File: src/rtl/sop_minterm_extractor.sv
// rtl/sop_minterm_extractor.sv - exhaustive truth-table sweep of a small combinational gate
// Drives every input vector, samples DUT_F after SETTLE extra cycles, and builds mask/count/compare.
module sop_minterm_extractor #(
  parameter int N_IN   = 3,
  parameter int SETTLE = 1
) (
  input  logic                 clk,
  input  logic                 rst,
  input  logic                 start,
  output logic [N_IN-1:0]      DUT_IN,
  input  logic                 DUT_F,
  input  logic [2**N_IN-1:0]   EXPECT,
  output logic                 busy,
  output logic                 done,
  output logic [2**N_IN-1:0]   MINTERMS,
  output logic [N_IN:0]        COUNT,
  output logic                 MATCH
);

  localparam int NV = 2**N_IN;
  localparam int WW = (SETTLE > 0) ? $clog2(SETTLE + 1) : 1;
  localparam logic [WW-1:0]   SETTLE_W = WW'(SETTLE);
  localparam logic [N_IN-1:0] LAST_VEC = '1;

  typedef enum logic [1:0] {S_IDLE, S_RUN, S_DONE} state_t;

  state_t           r_state;
  state_t           w_next;
  logic [N_IN-1:0]  r_vec;
  logic [WW-1:0]    r_wait;
  logic [NV-1:0]    r_minterms;
  logic [N_IN:0]    r_count;
  logic             r_match;
  logic             w_sample;
  logic             w_last;
  logic [NV-1:0]    w_minterms_next;

  // Mask is cleared at start, so OR-ing in the sampled bit is the same as a bit write.
  always_comb begin
    w_sample        = (r_state == S_RUN) && (r_wait == SETTLE_W);
    w_last          = w_sample && (r_vec == LAST_VEC);
    w_minterms_next = r_minterms | (NV'(DUT_F) << r_vec);
  end

  always_comb begin
    w_next = r_state;
    case (r_state)
      S_IDLE:  if (start) w_next = S_RUN;
      S_RUN:   if (w_last) w_next = S_DONE;
      S_DONE:  w_next = S_IDLE;
      default: w_next = S_IDLE;
    endcase
  end

  always_ff @(posedge clk) begin
    if (rst) r_state <= S_IDLE;
    else     r_state <= w_next;
  end

  always_ff @(posedge clk) begin
    if (rst) begin
      r_vec      <= '0;
      r_wait     <= '0;
      r_minterms <= '0;
      r_count    <= '0;
      r_match    <= 1'b0;
    end else begin
      case (r_state)
        S_IDLE: begin
          if (start) begin
            r_vec      <= '0;
            r_wait     <= '0;
            r_minterms <= '0;
            r_count    <= '0;
            r_match    <= 1'b0;
          end
        end
        S_RUN: begin
          if (w_sample) begin
            r_wait     <= '0;
            r_minterms <= w_minterms_next;
            r_count    <= r_count + (N_IN+1)'(DUT_F);
            // The vector register doubles as DUT_IN, so it returns to 0 on the final sample.
            if (w_last) begin
              r_vec   <= '0;
              r_match <= (w_minterms_next == EXPECT);
            end else begin
              r_vec <= r_vec + 1'b1;
            end
          end else begin
            r_wait <= r_wait + 1'b1;
          end
        end
        default: ;
      endcase
    end
  end

  assign DUT_IN   = r_vec;
  assign busy     = (r_state == S_RUN);
  assign done     = (r_state == S_DONE);
  assign MINTERMS = r_minterms;
  assign COUNT    = r_count;
  assign MATCH    = r_match;

endmodule
File: config.mk
export PLATFORM = sky130hd
export DESIGN_NAME = sop_minterm_extractor
export DESIGN_NICKNAME = d
export VERILOG_FILES = /design/src/rtl/sop_minterm_extractor.sv
export SDC_FILE = /design/constraint.sdc
export NUM_CORES = 1
export LEC_CHECK = 0
export CORE_MARGIN = 2
export CORE_UTILIZATION = 54
export DETAILED_ROUTE_END_ITERATION = 12
export DONT_BUFFER_PORTS = 1
export PLACE_DENSITY_LB_ADDON = 0.08
export SLEW_MARGIN = 15
export SYNTH_ARGS = -nofsm -noshare
export SYNTH_HDL_FRONTEND = slang
export SYNTH_SLANG_ARGS = --single-unit
File: constraint.sdc
create_clock -name clk -period 1.4 [get_ports clk]
set_input_delay 0.42 -clock clk [delete_from_list [all_inputs] [get_ports clk]]
set_output_delay 0.42 -clock clk [all_outputs]
set_load 0.02 [all_outputs]
---- Word level (Yosys, flattened, before mapping) ----
Index checks and enable logic that the tools add are counted.
storage, ports and cells
  flip-flop bits (word level) ............. 19
  input bits .............................. 12
  logic and storage cells ................. 45
operators by class
  add/sub/neg operators ................... 3
  equal/unequal tests ..................... 7
  shift-type cells ........................ 1
  multiplexer cells ....................... 19
  bitwise logic cells ..................... 1
  reduce and logical (&&, ||, !) cells .... 8
operators by type and width
  cell                   count
  $mux W8                2
  $pmux W8 S2            1
  $mux W3                3
  $eq A8 B8 Y1           1
  $mux W4                2
  $or A8 B8 Y8           1
  $pmux W4 S2            1
  $shl A1 B3 Y8          1
  $pmux W3 S2            1
  $add A4 B1 Y4          1
  $mux W1                4
  $mux W2                2
  $ne A2 B1 Y1 const B   2
  $pmux W1 S2            2
  $pmux W2 S2            1
  $reduce_and A2 Y1      2
  $reduce_and A4 Y1      1
  $add A3 B1 Y3 const B  1
  $eq A3 B3 Y1 const B   1
  $reduce_and A3 Y1      1
  $eq A2 B1 Y1 const B   1
  $eq A2 B2 Y1 const B   1
  $logic_and A1 B1 Y1    2
  $logic_not A2 Y1       1
  3 further kinds        3

---- Longest topological paths before layout ----
  word-level depth ........................ 6
  gate-level depth with buffers ........... 7
  mapped depth without buffers ............ 7

---- Worst setup path before layout ----
Ideal clock, no wire load.
  kind .................................... reg-to-reg
  start ................................... reg r_vec[0] (netlist: DUT_IN[0])
  end ..................................... reg r_match (netlist: MATCH)
  library setup time ...................... 0.087 ns
  data arrival time ....................... 1.336 ns
  required time ........................... 1.313 ns
  setup slack ............................. -0.023 ns
  stages on the path, launching flop included .. 7
  clock period less this slack ............ 1.423 ns
  cell sequence ........................... dfxtp_1 ha_1 ha_1 nand3_1 nor3_1 nand2_1 o31ai_1
between the ends
  longest elaborated chain between the ends .. 6
  elaborated cells on any way between the ends .. 10
  classes of those cells .................. eq/ne (3); shift (1); mux (3); bitwise (1); reduce/logical (2)
RTL lines
  what                      RTL line  text
  start: declaration        29        logic [N_IN-1:0] r_vec;
  start signal: assignment  88        r_vec <= r_vec + 1'b1;
  $shl A1 B3 Y8             42        w_minterms_next = r_minterms | (NV'(DUT_F) << r_vec);
  $or A8 B8 Y8              42
  $eq A8 B8 Y1              86        r_match <= (w_minterms_next == EXPECT);
  $mux W1                   84        if (w_last) begin
  $mux W1                   79        if (w_sample) begin
  $pmux W1 S2               68        case (r_state)
  end signal: assignment    86
  end: declaration          33        logic r_match;
Several ways; a longest one is shown, not always the timed one. The select of a mux whose other input is x is not followed.
A chain may end at the register's enable or synchronous reset.

---- Worst setup path in the final report ----
  start ................................... reg r_state[0]
  end ..................................... out busy
between the ends
  longest elaborated chain between the ends .. 1
RTL lines
  what                      RTL line  text
  start: declaration        27        state_t r_state;
  start signal: assignment  57        else r_state <= w_next;
  $eq A2 B1 Y1              100       assign busy = (r_state == S_RUN);
  end: declaration          13        output logic busy,
No other way between the ends.

==> flow_results.org <==
** Run status
- The run finished, with violations left.
- Violations in the final reports :: negative setup slack

** Setup path
- The critical path contains buffers and inverters numbering 2 combined.
- Broken down by cell family, the worst path's largest delay share belongs to flip-flops.
- Max stage delay cell, worst path :: dfxtp_2
- Type of destination of the critical path :: primary output
- Worst path required time :: 0.98 ns
- Slowest stage delay, CP :: approximately 0.35 ns
- Critical Path AT :: approximately 1.1 ns
- Crit Path Category :: flip-flop to primary output
- STA classifies the critical path startpoint as a flip-flop.
- Of all nets on the critical path, the largest fanout is 5.
- The signal on the critical path passes through buf_6 -> nor2b_4 -> buf_12.

** STA
- Worst slew margin relative to its limit :: between 70 and 80%
- Total count of hold-check failures in the final report :: 0
- Hold Slack :: 0.171 ns
- Worst setup margin :: -0.0725 ns
- Unrepaired setup endpoints after global routing :: yes
- Number of pins exceeding their max-slew limit in the final report :: 0
- Based on the critical path, the design can be clocked at up to 0.679 GHz.
- At the pin with the least slew margin, the transition time is between 0.3 and 0.4 ns.
- Share of the clock period used by the worst path after layout :: 105%
- The worst path in the final design needs a cycle of approximately 1.5 ns, including I/O delays and setup.
- Final setup violation count :: 2
- On the final layout, the worst clock skew is approximately 0.005 ns.

** Routing
- The pre-antenna-repair detailed-routing pass consisted of 5 iterations.
- Dividing the detail-routed wire length by the instance count gives between 15 and 20 um.
- The final route contains approximately 900 vias.
- Dividing the detail-routed via count by the number of cells gives about 5.6.
- Total routed wirelength :: around 2.4 mm
- DRC marker count from the first detailed-route iteration :: 10
- DRC violation count after routing :: 0
- The count of nets left with antenna violations once routing finished came out at 0.

** Clocking
- Number of CTS-inserted buffers :: 3
- Insertion delay of the later-clocked pin in the worst-skew pair :: ~0.29 ns
- CTS built an H-tree with a depth of 1.
- CTS placed an instance of clkbuf_4 at the clock tree root.
- Sink count of the clock tree :: 19
- Clock transition at the registers of the reported paths :: about 0.11 ns
- Clock tree from TritonCTS :: yes
- Counting along the longest clock path gives a buffer depth of 2.
- Count of hold buffers inserted by post-cts repair :: 0

** Floorplanning
- From left edge to right edge, the die measures roughly 48 um.
- Number of I/O pins :: 30
- After floorplanning, the core was divided into 15 placement rows.
- The total area inside the core boundary comes to between 1500 and 2000 sq um.
- Floorplan die area :: approximately 2300 sq um
- For this configuration, the core starts out at a cell density of ~60%.
- The floorplan step set the die height to 47.7 um.

** GRT
- The via count of the first global-routing pass is ~750.
- After global routing the overflow that remains totals 0.
- The first global-routing pass estimated 3.37 mm of wire.
- Global routing met3 resource utilization :: between 3 and 4%
- Gr usage total :: between 20% and 30%
- After global routing, the most crowded layer is met2.
- In the global route stage, met2 resource usage came out at a little over a third.
- Met1 layer usage reported by global route :: between 20 and 30%
- Entering global routing, the biggest net connects 13 pins.
- Initial antenna violation count :: 0

** Yosys
- Asr flop ratio synth :: 0%
- The synthesized design contains 19 register bits.
- Summing every instance area after synthesis gives between 1000 and 1500 sq um.
- Average footprint of a synthesized cell :: ~8.7 sq um
- Unique cell type count in the Yosys netlist :: 34
- Yosys mapped a number of flops with a built-in enable equal to 0.
- For this run, the register share of the synthesized area comes to a little under two fifths.
- When the netlist entered floorplanning its net count stood at ~130.
- Ys flop type :: dfxtp_1
- Total of warnings raised by yosys :: 0
- Synthesis handed over a netlist of between 100 and 150 instances.

** Hold path
- The min-delay analysis places its worst path in the category input port to flip-flop.

** Power and ir drop
- Leakage :: between 0.5 and 0.6 nW
- Power density of the placed cells :: slightly below 800 nW/um^2
- Max rail drop VDD :: 588 uV

** Placed design
- The wire-length estimate of the detail-placed layout is roughly 1.7 mm.
- At the end of routability-driven placement, the weighted congestion stood at between 0.8 and 0.9.
- In this run the tool buffered the top-level ports with 0 buffer cells.
- Including well taps, the total number of placed cells is 150.
- Before CTS, the worst setup slack after placement is -0.210 ns.
- After detailed placement, the total cell area comes to roughly 1100 sq um.

** Final layout
- Finished Core Util :: 74.3%
- The number of antenna diodes in the final layout is 0.
- Filler-free cell count of the finished design :: ~160
- Area overhead of the layout relative to synthesis :: 26.9%
- Fraction of final layout cells sized beyond drive strength 1 :: between 30 and 40%
- Leaving out fill and tap cells, the most frequent cell in the layout is buf_4.
- Fillers :: ~140
- Net count, final :: 153
- Final non-filler cell area :: around 1300 sq um
- In the layout the commonest cells are buf_4 (19), dfxtp_1 (14), nor2_1 (14), xor2_1 (10).

** Job
- The tool flagged a number of max-cap violations equal to 0.
## cells in the mapped netlist, drive strengths merged (3+ instances only)
cell type	instances	area share, %
xor2	10	8.5
a31oi	4	3.9
dfxtp	19	37
nor2	16	5.8
nand4	3	1.8
o21a	3	2.2
nor3	4	1.9
nand2	9	3.3
ha	4	4.8
a21oi	12	5.8
buf	7	5.5
nor2b	6	5.1
## per-stage QoR
step                      total power, mW  setup TNS [ns]
after floorplan                     0.684               0
after global placement              0.721          -0.779
after detailed placement            0.725          -0.764
after CTS                            1.02          -0.185
after global routing                 1.09          -0.288
final                                1.03         -0.0910
## per-layer routing
metal	vias to the layer above	wire length [um]	part of all wire [%]
met4	0	37	1.5
li1	444	-	-
met2	20	1160	48
met1	429	1100	46
met5	-	0	0
met3	4	114	4.7
## worst reg2reg max path: cells and delay by family (launching register included)
family,cells,cell delay [ns]
buf+inv,1,0.14
compound gates,2,0.31
simple gates,2,0.32
flops,1,0.36
xor+xnor,1,0.13
## path summary, 6_finish.rpt
check,startpoint,to,slack [ns],depth (start not counted)
max,r_state[0]$_SDFFE_PP0P_,busy,-0.07,3
min,rst,r_state[1]$_SDFFE_PP0P_,0.17,1
max reg2reg,DUT_IN[1]$_SDFFE_PP0P_,MATCH$_SDFFE_PP0P_,0.06,6
min reg2reg,r_state[1]$_SDFFE_PP0P_,r_state[1]$_SDFFE_PP0P_,0.50,1
## final cells by class
cell class / count / area, sq um / area share [%]
well taps: 25 / 31.3 / 2.39
clock buffers: 4 / 26.3 / 2.01
repair buffers: 22 / 185 / 14.1
flip-flops and latches: 19 / 394 / 30.1
multi-input cells: 90 / 669 / 51.1
inverters: 1 / 3.75 / 0.287
## repair_timing
item	CTS	global route
cloned	0	0
setup buffers	5	4
resized for setup	9	19
pin swaps	0	5
endpoints found under the setup margin	10	8
## registers in the layout (all words and copies together), names as in the netlist
signal    cells
MINTERMS      8
COUNT         4
DUT_IN        3
r_state       2
MATCH         1
r_wait        1
## report_power, final
| group | switching (mW) | internal [mW] |
|---|---|---|
| logic | 0.0966 | 0.0912 |
| registers | 0.0159 | 0.549 |
| clock network | 0.169 | 0.111 |
## kinds of logic (layout without fill, tap and decap cells)
logic type | count (synthesis) | count (layout) | synth area share, %
mux | 1 | 1 | 0.970
flops | 19 | 19 | 36.8
fa+ha+maj | 4 | 4 | 4.85
simple gates | 48 | 48 | 24.6
buf+inv | 9 | 27 | 6.18
compound gates | 26 | 26 | 17.2
xor+xnor | 11 | 11 | 9.33
Note: power is estimated with default switching activity, not from simulation.
